### src/rtl/config_sequencer_if.sv
// Control/status bundle between the power-up sequencer and the system side.
// The sequencer uses the slave modport; the system/board side uses master.
interface config_sequencer_if;
    logic       start;
    logic       cdce_done;
    logic       afe_done;
    logic       pll_lock;
    logic       cdce_enable;
    logic       cdce_reset_n;
    logic       afe_enable;
    logic       afe_reset_n;
    logic       config_done;
    logic       config_error;
    logic       lock_lost;
    logic [1:0] retry_count;
    logic [2:0] state_dbg;

    modport slave (
        input  start, cdce_done, afe_done, pll_lock,
        output cdce_enable, cdce_reset_n, afe_enable, afe_reset_n,
        output config_done, config_error, lock_lost, retry_count, state_dbg
    );

    modport master (
        output start, cdce_done, afe_done, pll_lock,
        input  cdce_enable, cdce_reset_n, afe_enable, afe_reset_n,
        input  config_done, config_error, lock_lost, retry_count, state_dbg
    );
endinterface

### src/rtl/config_sequencer.sv
// Board power-up sequencer: POR delay, CDCE bring-up, PLL lock qualification,
// AFE bring-up, with timeout-driven retries and a terminal error state.
module config_sequencer #(
    parameter int unsigned POR_DELAY   = 1000,
    parameter int unsigned TIMEOUT     = 65535,
    parameter int unsigned LOCK_STABLE = 256,
    parameter int unsigned RETRY_HOLD  = 4,
    parameter int unsigned MAX_RETRY   = 3,
    parameter int unsigned CNT_W       = 16
) (
    input logic              clk,
    input logic              reset_n,
    config_sequencer_if.slave bus
);

    localparam logic [CNT_W-1:0] PorLast     = CNT_W'(POR_DELAY - 1);
    localparam logic [CNT_W-1:0] TimeoutLast = CNT_W'(TIMEOUT - 1);
    localparam logic [CNT_W-1:0] StableLast  = CNT_W'(LOCK_STABLE - 1);
    localparam logic [CNT_W-1:0] HoldLast    = CNT_W'(RETRY_HOLD - 1);
    localparam logic [1:0]       MaxRetry    = 2'(MAX_RETRY);

    typedef enum logic [2:0] {
        StIdle     = 3'd0,
        StPorWait  = 3'd1,
        StCdceRun  = 3'd2,
        StLockWait = 3'd3,
        StAfeRun   = 3'd4,
        StDone     = 3'd5,
        StRetry    = 3'd6,
        StError    = 3'd7
    } state_e;

    state_e           state_q, state_d;
    logic [CNT_W-1:0] cnt_q, cnt_d;
    logic [CNT_W-1:0] stable_q, stable_d;
    logic [1:0]       retry_q, retry_d;
    logic             exhaust_q, exhaust_d;
    logic             lock_lost_q, lock_lost_d;
    logic             sync1_q, sync2_q;
    logic             lock_s;

    assign lock_s = sync2_q;

    always_ff @(posedge clk or negedge reset_n) begin
        if (!reset_n) begin
            state_q     <= StIdle;
            cnt_q       <= '0;
            stable_q    <= '0;
            retry_q     <= '0;
            exhaust_q   <= 1'b0;
            lock_lost_q <= 1'b0;
            sync1_q     <= 1'b0;
            sync2_q     <= 1'b0;
        end else begin
            state_q     <= state_d;
            cnt_q       <= cnt_d;
            stable_q    <= stable_d;
            retry_q     <= retry_d;
            exhaust_q   <= exhaust_d;
            lock_lost_q <= lock_lost_d;
            sync1_q     <= bus.pll_lock;
            sync2_q     <= sync1_q;
        end
    end

    always_comb begin
        state_d = state_q;
        case (state_q)
            StIdle:     if (bus.start) state_d = StPorWait;
            StPorWait:  if (cnt_q == PorLast) state_d = StCdceRun;
            StCdceRun: begin
                if (bus.cdce_done)              state_d = StLockWait;
                else if (cnt_q == TimeoutLast)  state_d = StRetry;
            end
            StLockWait: begin
                if (lock_s && stable_q == StableLast) state_d = StAfeRun;
                else if (cnt_q == TimeoutLast)        state_d = StRetry;
            end
            StAfeRun: begin
                if (bus.afe_done)               state_d = StDone;
                else if (cnt_q == TimeoutLast)  state_d = StRetry;
            end
            StRetry: begin
                if (exhaust_q)                  state_d = StError;
                else if (cnt_q == HoldLast)     state_d = StCdceRun;
            end
            StDone:     state_d = StDone;
            StError:    state_d = StError;
            default:    state_d = StIdle;
        endcase
    end

    // Terminal/idle states freeze the cycle counter so it can never wrap.
    always_comb begin
        cnt_d       = cnt_q;
        stable_d    = '0;
        retry_d     = retry_q;
        exhaust_d   = exhaust_q;
        lock_lost_d = lock_lost_q;

        if (state_d != state_q) begin
            cnt_d = '0;
        end else if (state_q != StIdle && state_q != StDone && state_q != StError) begin
            cnt_d = cnt_q + 1'b1;
        end

        if (state_q == StLockWait && state_d == StLockWait && lock_s) begin
            stable_d = stable_q + 1'b1;
        end

        // Exhaustion is judged on the count held before this entry.
        if (state_d == StRetry && state_q != StRetry) begin
            exhaust_d = (retry_q == MaxRetry);
            if (retry_q != MaxRetry) retry_d = retry_q + 2'd1;
        end

        if (state_q == StDone && !lock_s) lock_lost_d = 1'b1;
    end

    always_comb begin
        bus.cdce_enable  = 1'b0;
        bus.cdce_reset_n = 1'b0;
        bus.afe_enable   = 1'b0;
        bus.afe_reset_n  = 1'b0;
        bus.config_done  = 1'b0;
        bus.config_error = 1'b0;
        case (state_q)
            StCdceRun: begin
                bus.cdce_enable  = 1'b1;
                bus.cdce_reset_n = 1'b1;
            end
            StLockWait: bus.cdce_reset_n = 1'b1;
            StAfeRun: begin
                bus.cdce_reset_n = 1'b1;
                bus.afe_reset_n  = 1'b1;
                bus.afe_enable   = 1'b1;
            end
            StDone: begin
                bus.cdce_reset_n = 1'b1;
                bus.afe_reset_n  = 1'b1;
                bus.config_done  = 1'b1;
            end
            StError:  bus.config_error = 1'b1;
            default: ;
        endcase
    end

    assign bus.lock_lost   = lock_lost_q;
    assign bus.retry_count = retry_q;
    assign bus.state_dbg   = state_q;

endmodule
### src/flat_wrapper.sv
// flat-port wrapper written by rule: the top's interface ports become plain ports
module config_sequencer_flat 
#(
    parameter int unsigned POR_DELAY   = 1000,
    parameter int unsigned TIMEOUT     = 65535,
    parameter int unsigned LOCK_STABLE = 256,
    parameter int unsigned RETRY_HOLD  = 4,
    parameter int unsigned MAX_RETRY   = 3,
    parameter int unsigned CNT_W       = 16
)
  (clk, reset_n, bus_start, bus_cdce_done, bus_afe_done, bus_pll_lock, bus_cdce_enable, bus_cdce_reset_n, bus_afe_enable, bus_afe_reset_n, bus_config_done, bus_config_error, bus_lock_lost, bus_retry_count, bus_state_dbg);
  config_sequencer_if bus_i ();
  input logic clk;
  input logic reset_n;
  input wire logic [$bits(bus_i.start)-1:0] bus_start;
  input wire logic [$bits(bus_i.cdce_done)-1:0] bus_cdce_done;
  input wire logic [$bits(bus_i.afe_done)-1:0] bus_afe_done;
  input wire logic [$bits(bus_i.pll_lock)-1:0] bus_pll_lock;
  output wire logic [$bits(bus_i.cdce_enable)-1:0] bus_cdce_enable;
  output wire logic [$bits(bus_i.cdce_reset_n)-1:0] bus_cdce_reset_n;
  output wire logic [$bits(bus_i.afe_enable)-1:0] bus_afe_enable;
  output wire logic [$bits(bus_i.afe_reset_n)-1:0] bus_afe_reset_n;
  output wire logic [$bits(bus_i.config_done)-1:0] bus_config_done;
  output wire logic [$bits(bus_i.config_error)-1:0] bus_config_error;
  output wire logic [$bits(bus_i.lock_lost)-1:0] bus_lock_lost;
  output wire logic [$bits(bus_i.retry_count)-1:0] bus_retry_count;
  output wire logic [$bits(bus_i.state_dbg)-1:0] bus_state_dbg;
  assign bus_i.start = bus_start;
  assign bus_i.cdce_done = bus_cdce_done;
  assign bus_i.afe_done = bus_afe_done;
  assign bus_i.pll_lock = bus_pll_lock;
  assign bus_cdce_enable = bus_i.cdce_enable;
  assign bus_cdce_reset_n = bus_i.cdce_reset_n;
  assign bus_afe_enable = bus_i.afe_enable;
  assign bus_afe_reset_n = bus_i.afe_reset_n;
  assign bus_config_done = bus_i.config_done;
  assign bus_config_error = bus_i.config_error;
  assign bus_lock_lost = bus_i.lock_lost;
  assign bus_retry_count = bus_i.retry_count;
  assign bus_state_dbg = bus_i.state_dbg;
  config_sequencer #(.POR_DELAY(POR_DELAY), .TIMEOUT(TIMEOUT), .LOCK_STABLE(LOCK_STABLE), .RETRY_HOLD(RETRY_HOLD), .MAX_RETRY(MAX_RETRY), .CNT_W(CNT_W)) u_core (.clk(clk), .reset_n(reset_n), .bus(bus_i));
endmodule
### config.mk
export PLATFORM = sky130hd
export DESIGN_NAME = config_sequencer_flat
export DESIGN_NICKNAME = d
export VERILOG_FILES = /design/src/rtl/config_sequencer_if.sv /design/src/rtl/config_sequencer.sv /design/src/flat_wrapper.sv
export SDC_FILE = /design/constraint.sdc
export NUM_CORES = 1
export LEC_CHECK = 0
export BUFFER_PORTS_ARGS = -buffer_cell sky130_fd_sc_hd__buf_2
export CORE_ASPECT_RATIO = 1.1
export CORE_UTILIZATION = 40
export CTS_CLUSTER_DIAMETER = 30
export DETAILED_ROUTE_END_ITERATION = 10
export PLACE_DENSITY = 0.62
export SLEW_MARGIN = 0
export SYNTH_ARGS = -nofsm -noshare
export SYNTH_HDL_FRONTEND = slang
export SYNTH_SLANG_ARGS = --single-unit
### constraint.sdc
create_clock -name clk -period 2.34 [get_ports clk]
set_input_delay 0.468 -clock clk [delete_from_list [all_inputs] [get_ports clk]]
set_output_delay 0.468 -clock clk [all_outputs]
set_load 0.02 [all_outputs]
==> impl_metrics.py <==
metrics = {
    "min_path": {
        "min_path_type": "in2async",
    },
    "layout": {
        "drive_above_1_share_pct": 28.4,
        "nets": 294,
        "layout_common_cells": "dfrtp_1 (41), buf_4 (35), nor2_1 (33), nor3_1 (20), xor2_1 (20)",
        "final_cells": 360,
        "final_common_cell": "dfrtp_1",
        "final_cell_area_um2": 2860,
        "final_util_pct": 52.6,
        "diodes": 0,
        "syn2layout_area_growth_pct": 25.1,
    },
    "critical_path": {
        "required_ps": 2520,
        "cp_max_fo": 4,
        "max_stage_delay_ps": 590,
        "cpMaxStageDelayCell": "or4_4",
        "critical_path_class": "reg2reg",
        "crit_arrival_ps": 2530,
        "r2r_slack_ps": -5,
        "crit_chain": "nand4_2 -> or4_4 -> o32ai_4 -> o2bb2ai_4 -> a2111oi_4 -> mux2_4",
        "start_kind": "flop",
        "cp-end-kind": "flop",
    },
    "sta": {
        "tightestPinTransition_ps": 691,
        "fin_crit_ps": 2350,
        "slew_viol_final": 0,
        "finalCritPeriodShare_pct": 100,
        "fin_ws_ps": -5.44,
        "rsz0062_at_grt": "yes",
        "relSlewSlack_pct": 53.3,
        "finalHoldViolations": 0,
        "tns_ps": -5.44,
        "holdWs_ps": 168,
        "clock_skew_ps": 8.60,
        "setup_viol": 1,
        "fmax_mhz": 426,
    },
    "synthesis": {
        "synthArstFlopShare_pct": 100,
        "netlist_instances": 231,
        "netlist.area_leader.share_pct": 44.9,
        "synth_largest_area_cell": "dfrtp_1",
        "synth-edff-count": 0,
        "ys_seq_elements": 41,
        "synth_area_leaders": "dfrtp_1 (45%), xor2_1 (7.7%), nor2_1 (5.4%)",
        "avgSynthCellArea_um2": 9.89,
        "syn_area_um2": 2280,
        "synth_nets": 241,
        "synth-warning-count": 0,
        "ys.flop_type": "dfrtp_1",
        "synth_seq_area_share_pct": 44.9,
        "ys_types": 47,
    },
    "routing": {
        "routed_wl_um": 5230,
        "wl_per_cell_um": 14.5,
        "detail-route-antenna-nets": 0,
        "drt-vias-per-instance": 5.13,
        "vias": 1846,
        "dr.pass1.iters": 4,
        "dr.first_iter.drc_count": 71,
        "remaining_drc_errors": 0,
    },
    "floorplanning": {
        "die_area_um2": 6020,
        "num_io_pins": 18,
        "core-area_um2": 5430,
        "start_util_pct": 42.1,
        "rows": 28,
        "die_x_um": 74.1,
        "fp.dieH_um": 81.3,
    },
    "grt": {
        "grt_max_degree": 25,
        "overflow": 0,
        "track_usage_pct": 19.0,
        "grt_pass1_wl_um": 8580,
        "grt_pass1_vias": 1816,
        "antenna_found_initial": 0,
    },
    "place": {
        "place_inst": 351,
        "pre_cts_slack_ps": 15.0,
        "dp.final_hpwl_um": 3750,
        "routabilityCongestion": 0.816,
        "placed_area_um2": 2710,
        "portBuffers": 17,
    },
    "power_and_ir_drop": {
        "p_leak_nw": 1.33,
        "powerDensity_nw_per_um2": 562,
        "pwr-share-seq_pct": 50.3,
        "switchingPower_uw": 457,
        "internal_power_mw": 1.15,
        "ir_drop_v": 0.000314,
        "p_clk_share_pct": 29.8,
        "p_sw_share_pct": 28.5,
        "power_frac_comb_pct": 19.9,
        "total_power_mw": 1.61,
    },
    "clock_tree": {
        "clk_pin_slew_worst_paths_ps": 80,
        "cts_root_buf": "clkbuf_8",
        "clk_path_buf_depth": 2,
        "clk_latency_ps": 290,
        "cts_tree": "done",
        "clock_sink_count": 41,
        "htree_levels": 2,
        "cts_buffers": 5,
        "cts_setup_buffers": 0,
    },
    "outcome": {
        "failed_checks": "setup timing",
        "status": "finished, violations left",
    },
    "run": {
        "maxCapViolations": 0,
    },
}
-- cells in the mapped netlist (4+ instances only) --
master	instances
nor2_1	33
ha_1	4
nand2_1	18
xnor2_1	11
nand3_1	6
nor3_1	20
dfrtp_1	41
xor2_1	20
nand4_1	11
and3_1	8
nor4_1	4
inv_1	7
-- sequential cells by signal, indices dropped and copies added (netlist names) --
| signal | flops |
|---|---|
| u_core.cnt_q | 16 |
| u_core.stable_q | 16 |
| u_core.bus.state_dbg | 3 |
| u_core.bus.retry_count | 2 |
| u_core.bus.lock_lost | 1 |
| u_core.exhaust_q | 1 |
| u_core.lock_s | 1 |
| u_core.sync1_q | 1 |
-- cell type report --
cell class / count / area, um2
Tap cell: 75 / 93.8
Inverter: 7 / 26.3
Fill cell: 493 / 2570
Clock buffer: 6 / 82.6
Sequential cell: 41 / 1030
Timing Repair Buffer: 53 / 368
Clock inverter: 2 / 13.8
Multi-Input combinational cell: 176 / 1250
-- repair_timing --
| item | CTS | global route |
|---|---|---|
| gates resized for setup | 3 | 9 |
| gates cloned | 1 | 0 |
| pin swaps | 0 | 1 |
| hold buffers | 0 | 0 |
| endpoints found under the setup margin | 12 | 19 |
-- power groups by stage --
stage / combinational, mW / clock (mW) / sequential [mW]
2_1_floorplan: 0.142 / 0 / 0.830
3_3_place_gp: 0.305 / 0 / 0.816
3_5_place_dp: 0.307 / 0 / 0.817
4_1_cts: 0.314 / 0.498 / 0.805
5_1_grt: 0.354 / 0.533 / 0.812
6_report: 0.319 / 0.479 / 0.808
-- layer usage --
layer / share of wire, % / global-route usage, % / up-vias / wire length (um)
met1: 46 / 22.9 / 887 / 2400
met5: 0 / 0 / - / 0
li1: - / - / 921 / -
met3: 2.2 / 4.34 / 11 / 114
met2: 50 / 32.7 / 27 / 2600
met4: 2.2 / 7.12 / 0 / 114
-- kinds of logic (layout without fill, tap and decap cells) --
kind of cell               Yosys count  after routing  share of synthesized area, %
and+or+nand+nor                    121            121                          29.4
DFF                                 41             41                          44.9
xor gates and xnor gates            31             31                          11.9
AOI/OAI and AO/OA                   17             17                          7.56
buffers and inverters               14             68                          2.63
adders and majority gates            4              4                          2.19
muxes                                3              3                          1.42
-- critical path: cells and delay by family, from the launching register on --
kind            cells  cell delay, ps
compound gates      3             700
flops               1             450
mux                 1             330
simple gates        2             760
-- path summary, 6_finish.rpt --
kind	start	cells after the start	end
worst min-delay path	reset_n	1	u_core.cnt_q[7]
max in group asynchronous	reset_n	2	u_core.cnt_q[3]
min in group clk	bus_pll_lock	1	u_core.sync1_q
worst max-delay path	u_core.cnt_q[12]	6	u_core.exhaust_q
worst max register to register	u_core.cnt_q[12]	6	u_core.exhaust_q
worst min register to register	u_core.sync1_q	0	u_core.lock_s
(Power assumes the default switching activity.)
